$ cat src/rtl/elelock_pkg.sv
// elelock_pkg -- shared definitions for the tenkey lock controller.
//   state_t          FSM encoding (also visible on elelock_ctrl.state_o)
//   DIGIT_W          width of one decimal digit in the code buffer
//   NO_KEY           digit value returned for "no valid key"
//   onehot_to_digit  tenkey one-hot vector -> digit, NO_KEY if not one-hot
package elelock_pkg;

  typedef enum logic [2:0] {
    S_LOCKED  = 3'd0,
    S_ENTRY   = 3'd1,
    S_OPEN    = 3'd2,
    S_PROGRAM = 3'd3,
    S_LOCKOUT = 3'd4
  } state_t;

  localparam int DIGIT_W = 4;
  localparam logic [DIGIT_W-1:0] NO_KEY = 4'hF;

  function automatic logic [DIGIT_W-1:0] onehot_to_digit(input logic [9:0] k);
    logic [DIGIT_W-1:0] d;
    d = NO_KEY;
    for (int i = 0; i < 10; i++) begin
      if (k == (10'b1 << i)) d = DIGIT_W'(i);
    end
    return d;
  endfunction

endpackage

$ cat src/rtl/elelock_keyenc.sv
// elelock_keyenc -- combinational tenkey decoder.
//   tenkey  in  10  one-hot key press
//   valid   out 1   exactly one key bit set
//   digit   out 4   decoded digit 0..9 (NO_KEY when not valid)
module elelock_keyenc
  import elelock_pkg::*;
(
  input  logic [9:0]         tenkey,
  output logic               valid,
  output logic [DIGIT_W-1:0] digit
);

  assign digit = onehot_to_digit(tenkey);
  assign valid = (digit != NO_KEY);

endmodule

$ cat src/rtl/elelock_ctrl.sv
// elelock_ctrl -- supervised code-entry controller for the tenkey lock.
//   clk       in   clock, rising edge
//   rst_n     in   synchronous reset, active low
//   tenkey    in   one-hot key press, one cycle per press
//   enter     in   pulse: submit buffered code
//   close     in   level: request lock / abort
//   prog      in   pulse: start secret programming (OPEN only)
//   lock      out  1 = locked
//   lockout   out  1 = lockout active, inputs ignored
//   fail_cnt  out  consecutive failed entries
//   state_o   out  current FSM state
//
// state     | meaning
// LOCKED    | idle and locked, waiting for the first digit
// ENTRY     | collecting digits, inactivity timer running
// OPEN      | unlocked, relock timer running
// PROGRAM   | unlocked, collecting a new secret
// LOCKOUT   | too many failures, everything ignored until timer expires
module elelock_ctrl
  import elelock_pkg::*;
#(
  parameter int                         DIGITS      = 4,
  parameter logic [DIGITS*DIGIT_W-1:0]  SECRET_INIT = 16'h7341,
  parameter int                         MAX_FAIL    = 3,
  parameter int                         LOCKOUT_CYC = 1000,
  parameter int                         RELOCK_CYC  = 500,
  parameter int                         TIMEOUT_CYC = 200
) (
  input  logic                            clk,
  input  logic                            rst_n,
  input  logic [9:0]                      tenkey,
  input  logic                            enter,
  input  logic                            close,
  input  logic                            prog,
  output logic                            lock,
  output logic                            lockout,
  output logic [$clog2(MAX_FAIL+1)-1:0]   fail_cnt,
  output logic [2:0]                      state_o
);

  localparam int BUF_W   = DIGITS * DIGIT_W;
  localparam int FAIL_W  = $clog2(MAX_FAIL + 1);
  localparam int CNT_W   = $clog2(DIGITS + 2);
  localparam int TMR_MAX = (LOCKOUT_CYC > RELOCK_CYC)
                           ? ((LOCKOUT_CYC > TIMEOUT_CYC) ? LOCKOUT_CYC : TIMEOUT_CYC)
                           : ((RELOCK_CYC > TIMEOUT_CYC) ? RELOCK_CYC : TIMEOUT_CYC);
  localparam int TMR_W   = $clog2(TMR_MAX + 1);

  // Terminal counts: the timer is 0 in the first cycle of a state, so the
  // transition fires on the edge where it holds CYC-1.
  localparam logic [TMR_W-1:0]  TC_TIMEOUT = TMR_W'(TIMEOUT_CYC - 1);
  localparam logic [TMR_W-1:0]  TC_RELOCK  = TMR_W'(RELOCK_CYC - 1);
  localparam logic [TMR_W-1:0]  TC_LOCKOUT = TMR_W'(LOCKOUT_CYC - 1);
  localparam logic [CNT_W-1:0]  CNT_FULL   = CNT_W'(DIGITS);
  localparam logic [CNT_W-1:0]  CNT_OVF    = CNT_W'(DIGITS + 1);
  localparam logic [FAIL_W-1:0] FAIL_LIMIT = FAIL_W'(MAX_FAIL);

  state_t               state;
  logic [BUF_W-1:0]     code_buf;
  logic [BUF_W-1:0]     secret;
  logic [BUF_W-1:0]     buf_shift;
  logic [CNT_W-1:0]     cnt;
  logic [CNT_W-1:0]     cnt_inc;
  logic [TMR_W-1:0]     tmr;
  logic [TMR_W-1:0]     tmr_inc;
  logic [FAIL_W-1:0]    fail_inc;
  logic                 key_valid;
  logic [DIGIT_W-1:0]   key_digit;
  logic                 code_ok;

  elelock_keyenc u_keyenc (
    .tenkey (tenkey),
    .valid  (key_valid),
    .digit  (key_digit)
  );

  assign buf_shift = (code_buf << DIGIT_W) | BUF_W'(key_digit);
  // Count saturates at DIGITS+1, which marks an overflowed entry.
  assign cnt_inc   = (cnt == CNT_OVF) ? cnt : cnt + 1'b1;
  assign tmr_inc   = tmr + 1'b1;
  assign fail_inc  = fail_cnt + 1'b1;
  assign code_ok   = (cnt == CNT_FULL) && (code_buf == secret);
  assign state_o   = state;

  always_ff @(posedge clk) begin
    if (!rst_n) begin
      state    <= S_LOCKED;
      lock     <= 1'b1;
      lockout  <= 1'b0;
      fail_cnt <= '0;
      code_buf <= '0;
      cnt      <= '0;
      secret   <= SECRET_INIT;
      tmr      <= '0;
    end else begin
      case (state)
        S_LOCKED: begin
          if (!close && enter) begin
            fail_cnt <= fail_inc;
            tmr      <= '0;
            if (fail_inc == FAIL_LIMIT) begin
              state   <= S_LOCKOUT;
              lockout <= 1'b1;
            end
          end else if (!close && key_valid) begin
            state    <= S_ENTRY;
            code_buf <= buf_shift;
            cnt      <= cnt_inc;
            tmr      <= '0;
          end
        end

        S_ENTRY: begin
          if (close) begin
            state    <= S_LOCKED;
            code_buf <= '0;
            cnt      <= '0;
            tmr      <= '0;
          end else if (enter) begin
            code_buf <= '0;
            cnt      <= '0;
            tmr      <= '0;
            if (code_ok) begin
              state    <= S_OPEN;
              lock     <= 1'b0;
              fail_cnt <= '0;
            end else begin
              fail_cnt <= fail_inc;
              if (fail_inc == FAIL_LIMIT) begin
                state   <= S_LOCKOUT;
                lockout <= 1'b1;
              end else begin
                state <= S_LOCKED;
              end
            end
          end else if (key_valid) begin
            code_buf <= buf_shift;
            cnt      <= cnt_inc;
            tmr      <= '0;
          end else if (tmr == TC_TIMEOUT) begin
            state    <= S_LOCKED;
            code_buf <= '0;
            cnt      <= '0;
            tmr      <= '0;
          end else begin
            tmr <= tmr_inc;
          end
        end

        S_OPEN: begin
          if (close || tmr == TC_RELOCK) begin
            state <= S_LOCKED;
            lock  <= 1'b1;
            tmr   <= '0;
          end else if (prog) begin
            state    <= S_PROGRAM;
            code_buf <= '0;
            cnt      <= '0;
            tmr      <= '0;
          end else begin
            tmr <= tmr_inc;
          end
        end

        S_PROGRAM: begin
          if (close) begin
            state    <= S_LOCKED;
            lock     <= 1'b1;
            code_buf <= '0;
            cnt      <= '0;
            tmr      <= '0;
          end else if (enter) begin
            if (cnt == CNT_FULL) secret <= code_buf;
            state    <= S_OPEN;
            code_buf <= '0;
            cnt      <= '0;
            tmr      <= '0;
          end else if (key_valid) begin
            code_buf <= buf_shift;
            cnt      <= cnt_inc;
            tmr      <= '0;
          end else if (tmr == TC_TIMEOUT) begin
            state    <= S_OPEN;
            code_buf <= '0;
            cnt      <= '0;
            tmr      <= '0;
          end else begin
            tmr <= tmr_inc;
          end
        end

        S_LOCKOUT: begin
          if (tmr == TC_LOCKOUT) begin
            state    <= S_LOCKED;
            lockout  <= 1'b0;
            fail_cnt <= '0;
            tmr      <= '0;
          end else begin
            tmr <= tmr_inc;
          end
        end

        default: begin
          state   <= S_LOCKED;
          lock    <= 1'b1;
          lockout <= 1'b0;
          tmr     <= '0;
        end
      endcase
    end
  end

endmodule

$ cat config.mk
export PLATFORM = sky130hd
export DESIGN_NAME = elelock_ctrl
export DESIGN_NICKNAME = d
export VERILOG_FILES = /design/src/rtl/elelock_pkg.sv /design/src/rtl/elelock_keyenc.sv /design/src/rtl/elelock_ctrl.sv
export SDC_FILE = /design/constraint.sdc
export NUM_CORES = 1
export LEC_CHECK = 0
export ABC_CLOCK_PERIOD_IN_PS = 2800
export CORE_UTILIZATION = 25
export DETAILED_ROUTE_END_ITERATION = 8
export PLACE_DENSITY = 0.5
export SLEW_MARGIN = 15
export SYNTH_ARGS = -nofsm -noshare
export SYNTH_HDL_FRONTEND = slang
export SYNTH_SLANG_ARGS = --single-unit
$ cat constraint.sdc
create_clock -name clk -period 2.8 [get_ports clk]
set_input_delay 0.28 -clock clk [delete_from_list [all_inputs] [get_ports clk]]
set_output_delay 0.28 -clock clk [all_outputs]
set_load 0.02 [all_outputs]
==> results of run 1 <==
-- registers in the layout, summed over array words and instances, names as in the netlist --
register	count
secret	16
state_o	3
lockout	1
cnt	3
lock	1
fail_cnt	2
tmr	10
code_buf	16
-- cell usage in the layout (no fill, tap or decap), types with 3 or more instances in the layout --
cell type         n
a21oi_1          19
a22o_1            5
a31oi_1           7
and3_1            3
buf_4            18
clkbuf_16         5
clkdlybuf4s50_1  21
dfxtp_1          52
ha_1              5
inv_1             9
mux2i_1           3
nand2_1          62
nand2b_1         10
nand3_1          19
nand3b_1          3
nand4_1          12
nor2_1           18
nor2b_1           3
nor3_1            9
nor4_1            4
nor4b_1           4
o211ai_1          5
o21ai_0          12
o22ai_1          11
or3_1             5
xnor2_1          20
xor2_1            5
-- per-stage QoR --
stage / total power [W] / hold WS [ns] / cells / setup WS, ns / setup TNS [ns]
4_1_cts: 0.00161 / 0.474 / 536 / 0.291 / 0
5_1_grt: 0.00167 / 0.495 / 536 / 0.0650 / 0
2_1_floorplan: 0.000890 / 0.449 / 372 / 0.728 / 0
6_report: 0.00159 / 0.470 / 536 / 0.301 / 0
3_5_place_dp: 0.000958 / 0.463 / 528 / -0.0153 / -0.0296
3_3_place_gp: 0.000956 / 0.454 / 528 / -0.00850 / -0.00850
-- critical path, stage by stage --
cell,delay [ns]
clkdlybuf4s50_1,0.51
xor2_1,0.22
a221o_1,0.33
and3_1,0.27
o32ai_2,0.74
o21ai_0,0.19
a31oi_1,0.19
-- how the worst max path moves through the flow --
stage | start | endpoint | slack (ns)
final | tenkey[8] | tmr[5]$_SDFFE_PN0P_ | 0.30
after global routing | tenkey[8] | tmr[6]$_SDFFE_PN0P_ | 0.06
after CTS | tenkey[8] | tmr[6]$_SDFFE_PN0P_ | 0.29
after detailed placement | tenkey[8] | tmr[5]$_SDFFE_PN0P_ | -0.02
after global placement | tenkey[8] | tmr[5]$_SDFFE_PN0P_ | -0.009
after floorplan | tenkey[7] | tmr[0]$_SDFFE_PN0P_ | 0.73
-- area by class of cell --
cell class | count | share of cell area (%)
inverters | 9 | 0.953
well taps | 143 | 5.05
flip-flops and latches | 52 | 29.4
clock buffers | 5 | 3.53
repair buffers | 39 | 9.74
clock inverters | 3 | 0.812
multi-input cells | 285 | 50.5
-- power by group --
part | internal [W] | switching [W] | leakage, nW
clock | 0.000345 | 0.000306 | 0.0767
combinational | 0.0000800 | 0.000103 | 0.703
sequential | 0.000746 | 0.0000102 | 0.420
-- cell families after synthesis --
family,Yosys count,synth area share [%]
XOR/XNOR,25,7.24
flip-flops,52,34.4
AND/OR/NAND/NOR,163,27.7
multiplexers,4,1.37
buffers and inverters,35,6.29
AO/OA/AOI/OAI,88,20.9
adder cells (fa/ha/maj),5,2.07
-- layer usage --
| layer | part of all wire (%) | wire, µm | vias up |
|---|---|---|---|
| met3 | 3.1 | 227 | 11 |
| li1 | - | - | 1399 |
| met4 | 2.0 | 144 | 0 |
| met5 | 0 | 0 | - |
| met2 | 45 | 3270 | 41 |
| met1 | 50 | 3610 | 1258 |
==> metrics.yaml, run 1 <==
min_to: "secret[5]$_SDFFE_PN0P_"
p_per_area_mw_per_mm2: 449
arrival_ns: 2.73
nets: 412
finalInstanceArea_mm2: 0.00354
status: "finished, final reports clean"
cts_buffer_depth: 2
grt_use_met2_pct: 20.2
die_area_mm2: 0.0125
maxCapViolations: 0
r2r_cells: 7
htreeDepth: 2
syn-num-nets: 392
cts_hold_buffers: 0
clk_latency_ns: 0.30
n_antenna_cell: 0
antenna_found_initial: 0
synth_seq_cells: 52
via_count: 2709
grt_busiest_layer: "met2"
startpoint_type: "primary input"
drv_slew: 0
cts.sinks: 52
io_pins: 22
ctsRootBufferMaster: "clkbuf_16"
min_period_over_period_pct: 89.2
grt_pass1_wl_um: 12700
hp-class: "register to register"
min_from: "secret[5]$_SDFFE_PN0P_"
grt_use_total_pct: 12.4
worstSetupPathType: "primary input to register"
wl_per_cell_um: 13.5
seq_area_mm2: 0.00104
finalHoldViolCount: 0
ir_drop_mv: 0.223
place_hpwl_um: 5260
grt_use_met1_pct: 16.3
grt-ovfl-total: 0
ys_warn_count: 0
synthFlopType: "dfxtp_1"
syn_area_per_cell_um2: 8.13
crit_path_end_kind: "register"
synth_edf_count: 0
ys_top_cells_by_area: "dfxtp_1, nand2_1, xnor2_1, a21oi_1, nand3_1"
r2r-start: "state_o[2]$_SDFFE_PN0P_"
netlist_area_mm2: 0.00302
timing.rr.end: "tmr[5]$_SDFFE_PN0P_"
synth_common_cells: "nand2_1, dfxtp_1, xnor2_1"
use_met3_pct: 2.45
rows: 39
grt_pass1_vias: 2581
post-route-drc-count: 0
via_per_inst: 5.05
coreArea_mm2: 0.0116
port_buffers: 21
die_w_um: 112
final_core_util_pct: 30.5
die_y_um: 112
final.setup_skew_ns: 0.00766
synth_top_area_cell: "dfxtp_1"
rsz0062_at_grt: "false"
synth_top_area_share_pct: 34.4
synth_cell_types: 61
synth_most_common_cell: "nand2_1"
slew-limit-headroom_pct: 45.9
multi_input_area_mm2: 0.00179
postPlaceCellArea_mm2: 0.00339
start_util_pct: 26.0
cts_tree: "yes"
clk_pin_slew_worst_paths_ns: 0.07
firstDrtPassIters: 4
cts_resized: 0
async_flop_share_pct: 0
wl_um: 7260
max_freq_ghz: 0.400
drive_above_1_share_pct: 9.41
synth_seq_area_share_pct: 34.4
gp_congestion: 0.787
fill_cells: 1254
cp.required_ns: 3.03
drtIter0Drc: 148
ff2ff_setup_slack_ns: 0.50
finalWorstPathRequiredPeriod_ns: 2.50
leakagePower_nw: 1.20
tightest_slew_ns: 0.811
crit_fanout: 13
setup-violations-final: 0
syn2layout_area_growth_pct: 17.3
holdPathStages: 2
post_cts_buffers: 0
grt_max_degree: 37
antenna_left: 0
cts_buffers: 5
synthCells: 372
No activity file was read; power rests on OpenSTA's default activity.
==> run 2, diff against run 1 <==
--- a/config.mk
+++ b/config.mk
@@ -12,4 +12,5 @@
 export SLEW_MARGIN = 15
 export SYNTH_ARGS = -nofsm -noshare
 export SYNTH_HDL_FRONTEND = slang
+export SYNTH_HIERARCHICAL = 1
 export SYNTH_SLANG_ARGS = --single-unit
==> run 2 against run 1 <==
Synthesized cell count shrank 7.5%. Non-clock buffer count grew 4. Worst setup slack lost 0.13 ns. Critical path depth grew 5. Register-to-register slack gained 0.16 ns. Sequential share of layout area shrank 0.34 points. Die area shrank 3.9%. Critical endpoint is now code_buf[6]$_SDFFE_PN0P_.
==> metrics.yaml, run 2 <==
status: "finished, final reports clean"
mostFrequentLayoutCell: "dfxtp_1"
arrival_ns: 2.86  # +0.13 ns
holdPathStages: 2  # unchanged
seq_area_mm2: 0.00104  # unchanged
async_flop_share_pct: 0  # unchanged
cp.required_ns: 3.03  # about the same
n_antenna_cell: 0  # unchanged
combinationalPowerShare_pct: 13.9  # +2.4 points
drv_slew: 0  # unchanged
wl_per_cell_um: 12.9  # -5.1%
rsz0062_at_grt: "false"
via_per_inst: 4.95  # -2.1%
seqPwrFrac_pct: 48.3  # +0.8 points
ir_drop_mv: 0.234  # +4.8%
synth_top_area_share_pct: 35.9  # +1.4 points
port_buffers: 21  # unchanged
ctsRootBufferMaster: "clkbuf_16"
multi_input_area_mm2: 0.00175  # -2.4%
fill_cells: 1159  # -7.6%
finalInstanceArea_mm2: 0.00359  # +1.2%
grt_use_total_pct: 11.4  # -1.0 points
die_y_um: 110  # -2.0%
firstDrtPassIters: 4  # unchanged
die_w_um: 110  # -2.0%
synth_edf_count: 0  # unchanged
tightest_slew_ns: 0.574  # -0.237 ns
max_freq_ghz: 0.380  # -5.0%
synth_cell_types: 62  # +1.6%
p_sw_w: 0.000407  # -3.0%
start_util_pct: 26.2  # +0.17 points
die_area_mm2: 0.0120  # -3.9%
cp_slowest_cell: "clkdlybuf4s50_1"
slew-limit-headroom_pct: 61.6  # +16 points
p_int_w: 0.00119  # +1.5%
clk_pin_slew_worst_paths_ns: 0.07  # about the same
clk_latency_ns: 0.29  # about the same
grt_max_degree: 33  # -11%
wl_um: 6620  # -8.8%
synth_seq_area_share_pct: 35.9  # +1.4 points
synth_seq_cells: 52  # unchanged
cts.sinks: 52  # unchanged
cts_buffers: 5  # unchanged
r2r_cells: 6  # -1
hp-class: "primary input to register"
p_per_area_mw_per_mm2: 445  # -0.88%
min_from: "rst_n"
r2r-start: "state_o[0]$_SDFFE_PN0P_"
via_count: 2547  # -6.0%
crit_fanout: 16  # +3
antenna_left: 0  # unchanged
postPlaceCellArea_mm2: 0.00335  # -1.2%
ff2ff_setup_slack_ns: 0.66  # +0.16 ns
cts_tree: "yes"
most-common-layout-cells: "dfxtp_1, nand3_1, nor2_1, nand2_1, xor2_1"
ys_top_cells_by_area: "dfxtp_1, nand3_1, xor2_1, mux2i_1, nor2_1"
rows: 38  # -2.6%
preCtsSetupSlack_ns: -0.306  # -0.290 ns
min_period_over_period_pct: 93.9  # +4.7 points
cts_hold_buffers: 0  # unchanged
syn_area_per_cell_um2: 8.44  # +3.8%
place_hpwl_um: 4620  # -12%
timing.rr.end: "code_buf[6]$_SDFFE_PN0P_"
grt-ovfl-total: 0  # unchanged
grt_pass1_vias: 2373  # -8.1%
worstSetupPathType: "primary input to register"
p_clk_share_pct: 37.8  # -3.1 points
crit_path_end_kind: "register"
top_regs: "code_buf (16), secret (16), tmr (10)"
htreeDepth: 2  # unchanged
startpoint_type: "primary input"
maxCapViolations: 0  # unchanged
max_stage_delay_ns: 0.41  # -0.33 ns
coreArea_mm2: 0.0111  # -4.6%
ys_warn_count: 6  # +6
io_pins: 22  # unchanged
post-route-drc-count: 0  # unchanged
drtIter0Drc: 128  # -14%
cts_buffer_depth: 2  # unchanged
synth_most_common_cell: "dfxtp_1"
leakagePower_nw: 1.30  # +8.1%
antenna_found_initial: 0  # unchanged
syn2layout_area_growth_pct: 23.5
drive_above_1_share_pct: 12.0  # +2.6 points
post_cts_buffers: 0  # unchanged
path_cells: "clkdlybuf4s50_1 -> buf_4 -> xor2_1 -> a211oi_1 -> a21oi_2 -> a21o_1 -> buf_6 -> a311o_1 -> o2111ai_4 -> clkbuf_16 -> nand3_1 -> o21ai_1"
gp_congestion: 0.759  # -3.6%
setup-violations-final: 0  # unchanged
synth_common_cells: "dfxtp_1, nand3_1, nor2_1"
synthFlopType: "dfxtp_1"
nets: 394  # -4.4%
finalHoldViolCount: 0  # unchanged
netSwitchingFraction_pct: 25.5  # -0.87 points
setup_ws_ns: 0.171  # -0.131 ns
tns_ns: 0  # unchanged
final.setup_skew_ns: 0.00333  # -0.00433 ns
synth_top_area_cell: "dfxtp_1"
grt_pass1_wl_um: 10900  # -14%
synthCells: 344  # -7.5%
finalWorstPathRequiredPeriod_ns: 2.63  # +0.131 ns
min_to: "secret[12]$_SDFFE_PN1P_"
syn-num-nets: 364  # -7.1%
netlist_area_mm2: 0.00290  # -4.0%
run 2: cell count changes in the layout (fill, tap and decap cells not counted), sizes merged, moves of 12 or more:
cell / change
o21ai: +17
a21oi: -13
mux2i: +13
xnor2: -12
xor2: +14
nand3: +21
nand2: -41
run 2: worst max path at each step:
stage,start,endpoint,slack (ns),depth (start not counted)
2_1_floorplan,tenkey[0],code_buf[10]$_SDFFE_PN0P_,0.20,11
3_3_place_gp,tenkey[0],code_buf[9]$_SDFFE_PN0P_,-0.22,11
3_5_place_dp,tenkey[0],code_buf[14]$_SDFFE_PN0P_,-0.31,11
4_1_cts,tenkey[0],cnt[2]$_SDFFE_PN0P_,0.07,10
5_1_grt,tenkey[0],code_buf[3]$_SDFFE_PN0P_,0.04,12
6_report,tenkey[0],code_buf[6]$_SDFFE_PN0P_,0.17,12
run 2: cell families (layout without fill, tap and decap cells):
group | after synthesis | count (layout) | synth area share [%]
fa+ha+maj | 6 | 6 | 2.50
compound gates | 71 | 71 | 16.9
flops | 52 | 52 | 35.9
mux | 16 | 16 | 5.52
buf+inv | 30 | 61 | 5.00
xor+xnor | 27 | 27 | 8.15
simple gates | 142 | 142 | 26.0
run 2: critical path, delay by kind of cell:
family | cells | cell delay (ns)
XOR/XNOR | 1 | 0.17
buffers and inverters | 4 | 0.97
AND/OR/NAND/NOR | 1 | 0.08
AO/OA/AOI/OAI | 6 | 1.35
run 2: power by group through the flow:
stage / Combinational (W) / Sequential [W] / Clock [W]
floorplan: 0.000120 / 0.000787 / 0
global route: 0.000243 / 0.000773 / 0.000655
detailed placement: 0.000205 / 0.000788 / 0
CTS: 0.000206 / 0.000770 / 0.000629
finish: 0.000222 / 0.000770 / 0.000602
global placement: 0.000204 / 0.000787 / 0
run 2: final cells by class:
class	count	share of cell area [%]
inverter	10	1.05
timing repair buffer	43	12.3
clock buffer	6	3.59
tap	140	4.88
sequential	52	29.0
multi-input combinational	262	48.7
clock inverter	2	0.384
run 2: per-stage QoR:
step / std cells / hold slack [ns] / total power [W] / util (%)
final: 515 / 0.396 / 0.00159 / 32.4
after global placement: 505 / 0.475 / 0.000991 / 30.2
after global routing: 515 / 0.413 / 0.00167 / 32.4
after CTS: 513 / 0.379 / 0.00160 / 31.6
after floorplan: 344 / 0.461 / 0.000907 / -
after detailed placement: 505 / 0.479 / 0.000992 / 30.2
run 2: metal layers:
layer	GRT usage [%]	vias up	part of all wire [%]
met3	1.78	8	2.6
met1	15.1	1184	51
met2	18.3	42	44
li1	-	1313	-
met4	4.95	0	1.6
met5	0	-	0
run 2: what timing repair did:
| item | 4_1_cts | 5_1_grt |
|---|---|---|
| endpoints found under the setup margin | 6 | 21 |
| hold endpoints to repair | 0 | 0 |
| gates resized for setup | 1 | 10 |
| cloned | 0 | 2 |
| pin swaps | 0 | 6 |
